File: src/rtl/gpio_irq_filter.sv
// gpio_irq_filter: input-side engine for the GPIO peripheral.
// Each pin passes through a multi-flop synchroniser, then a prescaled
// debounce filter, then edge/level interrupt detection feeding sticky pending
// bits. The register file owns every cfg/clear input and reads back the
// filtered pin values and the pending bits.
// There is no valid/ready handshake here: irq_clr_i is a one-cycle
// write-1-to-clear strobe, and every other input is static configuration.
module gpio_irq_filter #(
   parameter int GPIO_W      = 32,
   parameter int SYNC_STAGES = 2,
   parameter int PSC_W       = 16,
   parameter int DB_W        = 8
) (
   input  logic                  clk_i,
   input  logic                  rst_i,
   input  logic [GPIO_W-1:0]     gpio_in_i,
   input  logic [PSC_W-1:0]      psc_div_i,
   input  logic [DB_W-1:0]       db_limit_i,
   input  logic [3*GPIO_W-1:0]   irq_mode_i,
   input  logic [GPIO_W-1:0]     irq_mask_i,
   input  logic [GPIO_W-1:0]     irq_clr_i,
   output logic [GPIO_W-1:0]     gpio_sync_o,
   output logic [GPIO_W-1:0]     gpio_filt_o,
   output logic [GPIO_W-1:0]     irq_pend_o,
   output logic                  irq_o
);

   // Per-pin interrupt mode encoding
   localparam logic [2:0] MODE_RISE = 3'd1;
   localparam logic [2:0] MODE_FALL = 3'd2;
   localparam logic [2:0] MODE_BOTH = 3'd3;
   localparam logic [2:0] MODE_HIGH = 3'd4;
   localparam logic [2:0] MODE_LOW  = 3'd5;

   logic [GPIO_W-1:0] sync_q [SYNC_STAGES];
   logic [GPIO_W-1:0] sync;
   logic [PSC_W-1:0]  psc_cnt_q;
   logic              tick;
   logic [GPIO_W-1:0] filt_q;
   logic [GPIO_W-1:0] prev_q;
   logic [DB_W-1:0]   db_cnt_q [GPIO_W];
   logic [GPIO_W-1:0] rise;
   logic [GPIO_W-1:0] fall;
   logic [GPIO_W-1:0] pend_set;
   logic [GPIO_W-1:0] pend_q;

   assign sync = sync_q[SYNC_STAGES-1];

   // Synchroniser chain: stage 0 samples the pads, the last stage is the output
   always_ff @(posedge clk_i or posedge rst_i) begin
      if (rst_i) begin
         for (int s = 0; s < SYNC_STAGES; s++) begin
            sync_q[s] <= '0;
         end
      end else begin
         sync_q[0] <= gpio_in_i;
         for (int s = 1; s < SYNC_STAGES; s++) begin
            sync_q[s] <= sync_q[s-1];
         end
      end
   end

   // Tick fires only on an exact match, so lowering psc_div_i below the
   // current count wraps the counter to 0 without producing a tick.
   assign tick = (psc_cnt_q == psc_div_i);

   // Shared free-running debounce prescaler
   always_ff @(posedge clk_i or posedge rst_i) begin
      if (rst_i) begin
         psc_cnt_q <= '0;
      end else if (psc_cnt_q >= psc_div_i) begin
         psc_cnt_q <= '0;
      end else begin
         psc_cnt_q <= psc_cnt_q + PSC_W'(1);
      end
   end

   // Per-pin debounce: accept a change after db_limit_i consecutive ticks of disagreement
   always_ff @(posedge clk_i or posedge rst_i) begin
      if (rst_i) begin
         filt_q <= '0;
         for (int p = 0; p < GPIO_W; p++) begin
            db_cnt_q[p] <= '0;
         end
      end else begin
         for (int p = 0; p < GPIO_W; p++) begin
            if (db_limit_i == '0) begin
               filt_q[p]   <= sync[p];
               db_cnt_q[p] <= '0;
            end else if (sync[p] == filt_q[p]) begin
               db_cnt_q[p] <= '0;
            end else if (tick) begin
               // limit is non-zero here, so limit-1 cannot underflow
               if (db_cnt_q[p] == (db_limit_i - DB_W'(1))) begin
                  filt_q[p]   <= sync[p];
                  db_cnt_q[p] <= '0;
               end else begin
                  db_cnt_q[p] <= db_cnt_q[p] + DB_W'(1);
               end
            end
         end
      end
   end

   // Previous filtered value for edge detection
   always_ff @(posedge clk_i or posedge rst_i) begin
      if (rst_i) begin
         prev_q <= '0;
      end else begin
         prev_q <= filt_q;
      end
   end

   assign rise = filt_q & ~prev_q;
   assign fall = ~filt_q & prev_q;

   // Decode each pin's mode into a pending-set request
   always_comb begin
      pend_set = '0;
      for (int p = 0; p < GPIO_W; p++) begin
         case (irq_mode_i[3*p +: 3])
            MODE_RISE: pend_set[p] = rise[p];
            MODE_FALL: pend_set[p] = fall[p];
            MODE_BOTH: pend_set[p] = rise[p] | fall[p];
            MODE_HIGH: pend_set[p] = filt_q[p];
            MODE_LOW:  pend_set[p] = ~filt_q[p];
            default:   pend_set[p] = 1'b0;
         endcase
      end
   end

   // Sticky pending bits; a set in the same cycle as a clear wins
   always_ff @(posedge clk_i or posedge rst_i) begin
      if (rst_i) begin
         pend_q <= '0;
      end else begin
         pend_q <= pend_set | (pend_q & ~irq_clr_i);
      end
   end

   assign gpio_sync_o = sync;
   assign gpio_filt_o = filt_q;
   assign irq_pend_o  = pend_q;
   assign irq_o       = |(pend_q & irq_mask_i);

endmodule

File: config.mk
export PLATFORM = sky130hd
export DESIGN_NAME = gpio_irq_filter
export DESIGN_NICKNAME = d
export VERILOG_FILES = /design/src/rtl/gpio_irq_filter.sv
export SDC_FILE = /design/constraint.sdc
export NUM_CORES = 1
export LEC_CHECK = 0
export CAP_MARGIN = 10
export CORE_MARGIN = 2
export CORE_UTILIZATION = 58
export DETAILED_ROUTE_END_ITERATION = 8
export PLACE_DENSITY = 0.92
export SYNTH_ARGS = -nofsm -noshare
export SYNTH_HDL_FRONTEND = slang
export SYNTH_SLANG_ARGS = --single-unit
File: constraint.sdc
create_clock -name clk_i -period 18.1 [get_ports clk_i]
set_input_delay 2.715 -clock clk_i [delete_from_list [all_inputs] [get_ports clk_i]]
set_output_delay 2.715 -clock clk_i [all_outputs]
set_load 0.02 [all_outputs]
## Word-level counts from Yosys, hierarchy flattened

Cells that the tools add are included.

| storage, ports and cells | value |
|---|---|
| bits in registers | 432 |
| latch bits | 0 |
| memory bits (writable) | 0 |
| memory bits (read-only) | 0 |
| output and inout bits | 97 |
| memories kept | 0 |

| operators by class | value |
|---|---|
| add/sub/neg operators | 34 |
| multipliers | 0 |
| div/mod/pow operators | 0 |
| $lt $le $gt $ge | 1 |
| eq/ne operators | 257 |
| shift operators | 0 |
| mux-type cells | 289 |
| bitwise gates (word level) | 72 |
| reductions and logical operators | 99 |

Operator list:

| operator | count |
|---|---|
| $mux 8 | 128 |
| $add 8x1->8 const B | 32 |
| $eq 8x8->1 | 32 |
| $eq 3x2->1 const B | 64 |
| $eq 3x3->1 const B | 64 |
| $pmux 1 s5 | 32 |
| $and 32x32->32 | 4 |
| $mux 1 | 128 |
| $eq 3x1->1 const B | 32 |
| $not 32->32 | 3 |
| $reduce_and 3->1 | 32 |
| $reduce_bool 3->1 | 32 |
| $reduce_bool 2->1 | 33 |
| $ne 2x2->1 const B | 25 |
| $eq 1x1->1 | 32 |
| $not 1->1 | 32 |
| $or 1x1->1 | 32 |
| $or 32x32->32 | 1 |
| $reduce_or 32->1 | 1 |
| $add 16x1->16 const B | 1 |
| $eq 16x16->1 | 1 |
| $ge 16x16->1 | 1 |
| $mux 16 | 1 |
| $ne 2x1->1 const B | 7 |
| other kinds (2) | 2 |

## Logic depth before layout (Yosys ltp)

Gate-level depths: netlist of run 1.

| depth | value |
|---|---|
| depth in word-level cells | 6 |
| gate-level depth with buffers | 16 |

## Worst setup path before layout of run 1

No wires, ideal clock.

| timing path | value |
|---|---|
| path kind | in2out |
| start | input irq_mask_i[15] |
| end | output irq_o |
| arrival time | 3.818 ns |
| setup slack | 11.567 ns |
| stages on the path | 4 |
| path buffers | 0 |
| cell sequence | a22o_1 -> a221oi_1 -> nand3_1 -> or4_1 |

| between the ends | value |
|---|---|
| word-level cells in the longest chain between the ends | 2 |

Ends and longest elaborated chain:

| what | RTL line | source |
|---|---|---|
| start: declaration | 20 | `input logic [GPIO_W-1:0] irq_mask_i,` |
| $and 32x32->32 | 144 | `assign irq_o = \|(pend_q & irq_mask_i);` |
| $reduce_or 32->1 | 144 |  |
| end: declaration | 25 | `output logic irq_o` |

Every way passes these cells.

## Worst setup path in the final report of run 1

| timing path | value |
|---|---|
| start | input irq_mask_i[10] |
| end | output irq_o |

The elaborated chain is that of the path after synthesis.

==> results.json, run 1 <==
{
  "outcome": "completed",
  "cp_max_fo": 1,
  "synth-simple-area-share_pct": 20.7,
  "synthTopCellsByArea": "dfrtp_1 39%, ha_1 5.1%, xnor2_1 4.8%",
  "dieArea_um2": 49900,
  "critPathLaunchType": "input pin",
  "core_area_um2": 47600,
  "ctsResizeCount": 0,
  "synth_top_family_by_area": "simple AND/OR/NAND/NOR gates",
  "port_buffers": 314,
  "synthCells": 3136,
  "tightestPinTransition_ns": 1.36,
  "synthToLayoutAreaGrowth_pct": 18.5,
  "fp.dieW_um": 223,
  "syn-num-nets": 3468,
  "grt_max_degree": 157,
  "fillers": 3484,
  "wl_per_cell_um": 19.2,
  "rrSetupSlack_ns": 14.20,
  "grt_pass1_vias": 24400,
  "syn_avg_cell_area_um2": 8.91,
  "finalCriticalPeriod_ns": 7.93,
  "cts_sinks": 432,
  "grt_pass1_wl_um": 125000,
  "setup_viol": 0,
  "ant_nets": 0,
  "synth_edf_count": 0,
  "clkSlewWorstSetupHoldPaths_ns": 0.06,
  "hp-class": "reg2reg",
  "async_flop_share_pct": 100,
  "arrival_ns": 5.22,
  "drc": 0,
  "ys_ff_latch": 432,
  "nNetsFinal": 3705,
  "synth-xor-area-share_pct": 10.4,
  "synth_commonest_cells": "432 x dfrtp_1, 305 x nand2_1, 223 x nand3_1, 223 x nor2_1, 182 x inv_1",
  "clock.fmax_mhz": 126,
  "synthFlopType": "dfrtp_1",
  "synthMuxAreaShare_pct": 3.91,
  "ys_types": 90,
  "start_util_pct": 58.6,
  "synth_warnings": 0,
  "grt_antenna_before_repair": 1,
  "dp_cells": 3938,
  "holdWs_ns": 0.346,
  "fp-row-count": 80,
  "tns_ns": 0,
  "synth_compound_area_share_pct": 15.8,
  "hpwlAfterDp_um": 51300,
  "rr_startpoint": "psc_cnt_q[0]",
  "grt.total_usage_pct": 30.8,
  "root_buffer": "clkbuf_16",
  "synth_top_area_cell": "dfrtp_1",
  "cts_tree": "yes",
  "cts_max_level": 2,
  "power.density_nw_per_um2": 75.0,
  "cp.required_ns": 15.39,
  "crit_type": "in2out",
  "vias": 25200,
  "firstDrtPassIters": 8,
  "cts_setup_buffers": 0,
  "drive_gt1_share_pct": 6.60,
  "viasPerCell": 6.27,
  "cts_buffer_depth": 3,
  "p_leak_nw": 14.9,
  "clock_latency_ns": 0.60,
  "synth_top_area_share_pct": 38.7,
  "yosys.area_share.adder_pct": 5.14,
  "cp-end-kind": "primary output",
  "drt_iter0_drc": 2426,
  "ios": 315,
  "whs_endpoint": "gpio_sync_o[26]",
  "final_hold_viol_count": 0,
  "numCtsBuffers": 48,
  "worstReg2RegEnd": "db_cnt_q[84]",
  "hold_start": "sync_q[58]",
  "place.gp.congestion": 0.906,
  "slew_headroom_pct": 8.95,
  "synth_most_common_cell": "dfrtp_1",
  "finalCritPeriodShare_pct": 43.8,
  "synth_seq_area_share_pct": 38.7,
  "skew_ns": 0.0138,
  "whs_path_depth": 0,
  "antenna_cells": 0,
  "max-vdd-ir-drop_v": 0.0000630,
  "die_y_um": 223,
  "netlist_area_um2": 27900,
  "slew_violations": 0,
  "drt-total-wl_um": 77300,
  "fin_cells": 4025,
  "final_core_util_pct": 69.5,
  "rsz0062_at_grt": "no",
  "worstRegToRegCells": 10,
  "crit_start": "irq_mask_i[10]",
  "cts_hold_buffers": 0,
  "maxCapViolations": 0,
  "grt-ovfl-total": 0
}
metal layers:
layer / GRT usage (%) / up-vias / wire, um
met3: 6.47 / 307 / 7670
met1: 39.5 / 12000 / 29500
met4: 14.6 / 0 / 3700
met5: 0 / - / 0
met2: 49.8 / 1321 / 36400
li1: - / 11600 / -
where the power goes:
| group | leakage [nW] | total (mW) | internal (mW) | switching (mW) |
|---|---|---|---|---|
| logic | 8.34 | 0.399 | 0.173 | 0.226 |
| clock network | 0.830 | 1.04 | 0.629 | 0.413 |
| registers | 5.75 | 1.04 | 1.00 | 0.0412 |
| total | 14.9 | 2.48 | 1.80 | 0.680 |
layout by cell type, fill, tap and decap left out, types with 14 or more instances in the layout:
cell	n
dfrtp_1	432
clkdlybuf4s50_1	312
nand2_1	305
nand3_1	221
nor2_1	221
inv_1	181
a21oi_1	179
o21ai_0	162
xnor2_1	150
xor2_1	142
ha_1	113
mux2i_1	72
a21o_1	63
and3_1	62
nor3_1	61
a211oi_1	56
clkbuf_16	49
a31oi_1	37
nor4_1	37
buf_4	34
or2_2	32
nand4_1	30
mux2_2	29
or3_1	27
nor2b_1	26
a22o_1	17
nand2b_1	17
nor3b_1	17
or4_1	16
a41oi_1	14
nand3b_1	14
a22oi_1	14
critical path, stage by stage:
cell and delay (ns):
clkdlybuf4s50_1 0.39, a22o_1 0.27, a221oi_1 0.35, nand3_1 0.35, or4_1 0.55, clkdlybuf4s50_1 0.58
final cells by class:
type                       count  area [um2]  area share (%)
clock buffer                  67        1410            4.27
clock inverter                20         263           0.794
inverter                     183         694            2.10
multi-input combinational   2359       15700            47.6
sequential                   432       10800            32.7
tap                          615         769            2.32
timing repair buffer         349        3410            10.3
metrics by stage:
step / power [mW] / area, um2 / setup WS, ns
global placement: 1.44 / 31400 / 10.20
floorplan: 1.29 / 27900 / 3.35
finish: 2.48 / 33100 / 10.17
detailed placement: 1.45 / 31400 / 10.18
CTS: 2.49 / 33100 / 10.18
global route: 2.58 / 33100 / 10.12
worst max path at each step:
stage	endpoint	cells after the start
4_1_cts	irq_o	6
3_3_place_gp	irq_o	6
5_1_grt	irq_o	6
6_report	irq_o	6
3_5_place_dp	irq_o	6
2_1_floorplan	db_cnt_q[0]	1
state kept, by name, indices dropped and copies added (netlist names):
name / cells
sync_q: 32
db_cnt_q: 256
irq_pend_o: 32
gpio_filt_o: 32
psc_cnt_q: 16
prev_q: 32
gpio_sync_o: 32
cell families (layout without fill, tap and decap cells):
| kind of cell | count (synthesis) | in the layout |
|---|---|---|
| AO/OA/AOI/OAI | 680 | 680 |
| multiplexers | 105 | 105 |
| flip-flops | 432 | 432 |
| adder cells (fa/ha/maj) | 115 | 115 |
| XOR/XNOR | 309 | 309 |
| buffers and inverters | 345 | 619 |
| AND/OR/NAND/NOR | 1150 | 1150 |
No activity file was read; power rests on OpenSTA's default activity.
==> inputs of run 2 (changes only) <==
CORE_UTILIZATION = 52   (was 58)
PLACE_DENSITY = 0.88   (was 0.92)
clock period = 7.2 ns   (was 18.1 ns; I/O delays follow)
==> results.json, run 2 (synthesis gave the netlist of run 1 again) <==
{
  "setup_viol": 0,
  "fillers": 4294,
  "whs_endpoint": "gpio_sync_o[21]",
  "finalCriticalPeriod_ns": 5.06,
  "wl_per_cell_um": 18.9,
  "grt_pass1_vias": 24100,
  "root_buffer": "clkbuf_16",
  "worstReg2RegEnd": "db_cnt_q[30]",
  "vias": 24800,
  "total_power_mw": 6.51,
  "grt-ovfl-total": 0,
  "final_hold_viol_count": 0,
  "critPathLaunchType": "input pin",
  "fin_cells": 4104,
  "ios": 315,
  "synthToLayoutAreaGrowth_pct": 19.7,
  "cp-end-kind": "register",
  "start_util_pct": 52.8,
  "hpwlAfterDp_um": 52600,
  "ctsResizeCount": 0,
  "drc": 0,
  "multi_input_area_um2": 15700,
  "grt_pass1_wl_um": 125000,
  "whs_path_depth": 0,
  "finalCritPeriodShare_pct": 70.2,
  "fp.dieW_um": 236,
  "drt-total-wl_um": 77600,
  "dp_cells": 4012,
  "antenna_cells": 0,
  "arrival_ns": 5.54,
  "cts_sinks": 432,
  "cts_setup_buffers": 0,
  "rrSetupSlack_ns": 3.36,
  "ant_nets": 0,
  "clock.fmax_mhz": 198,
  "slew_violations": 0,
  "tightestPinTransition_ns": 1.08,
  "numCtsBuffers": 50,
  "dp_worst_setup_slack_ns": 1.64,
  "rsz0062_at_grt": "no",
  "final_common_cell": "dfrtp_1",
  "p_leak_nw": 15.0,
  "cts_max_level": 2,
  "grt_antenna_before_repair": 0,
  "fp-row-count": 84,
  "grt_max_degree": 149,
  "cp_max_fo": 20,
  "drt_iter0_drc": 2228,
  "seq_area_um2": 10800,
  "max-vdd-ir-drop_v": 0.000162,
  "die_y_um": 236,
  "nNetsFinal": 3708,
  "power.density_nw_per_um2": 195,
  "worstRegToRegCells": 11,
  "drive_gt1_share_pct": 6.79,
  "outcome": "completed",
  "cts_buffer_depth": 3,
  "largest_reg_flops": 256,
  "cts_tree": "yes",
  "clkSlewWorstSetupHoldPaths_ns": 0.06,
  "largest-register": "db_cnt_q",
  "cts_hold_buffers": 0,
  "hold_start": "sync_q[53]",
  "maxCapViolations": 0,
  "clock_latency_ns": 0.60,
  "layout_common_cells": "432 x dfrtp_1, 312 x clkdlybuf4s50_1, 305 x nand2_1",
  "dieArea_um2": 55600,
  "layout_setup_ws_ns": 2.14,
  "crit_type": "in2reg",
  "final_core_util_pct": 63.2,
  "skew_ns": 0.0182,
  "slew_headroom_pct": 27.6,
  "tns_ns": 0,
  "rr_startpoint": "psc_cnt_q[0]",
  "port_buffers": 314,
  "core_area_um2": 52900,
  "place.gp.congestion": 0.907,
  "firstDrtPassIters": 6,
  "grt.total_usage_pct": 27.6,
  "cp.required_ns": 7.69,
  "viasPerCell": 6.05,
  "hp-class": "reg2reg"
}
==> run 2: layout make-up <==
cell class / count / area share, %
multi-input cells: 2359 / 47.1
flip-flops and latches: 432 / 32.3
repair buffers: 350 / 10.3
clock buffers: 66 / 4.32
well taps: 688 / 2.58
inverters: 183 / 2.07
clock inverters: 26 / 1.30
==> run 2: metal layers <==
layer	global-route usage, %	part of all wire [%]
met2	45.1	47
met4	12.1	4.0
met3	5.31	9.1
met1	35.7	40
met5	0	0
==> run 2: metrics by stage <==
step	instance area, um2	hold slack, ns
after CTS	33400	0.344
after global routing	33400	0.349
after detailed placement	31600	0.335
after global placement	31600	0.332
after floorplan	27900	0.331
final	33400	0.341
==> run 2: critical path: stages <==
cell and delay, ns:
clkdlybuf4s50_1 0.88, nor3_1 1.01, xnor2_4 0.36, buf_4 0.54, xnor2_1 0.11, a2111oi_0 0.40
nand3b_1 0.45, o21ai_0 0.33, mux2_2 0.36
==> run 2: worst max-delay path by stage <==
stage                     slack, ns  cells past startpoint     startpoint         endpoint
after floorplan                0.29                      1          rst_i      db_cnt_q[0]
after global placement         1.76                      9  db_limit_i[2]   gpio_filt_o[3]
after detailed placement       1.64                      9  db_limit_i[2]  gpio_filt_o[26]
after CTS                      2.25                      9  db_limit_i[2]   gpio_filt_o[3]
after global routing           1.77                      9  db_limit_i[2]   gpio_filt_o[3]
final                          2.14                      9  db_limit_i[2]   gpio_filt_o[3]
==> run 2: where the power goes <==
part	switching (mW)	total, mW	internal [mW]
registers	0.103	2.62	2.51
clock network	1.09	2.89	1.80
logic	0.562	0.998	0.436
total	1.75	6.51	4.75
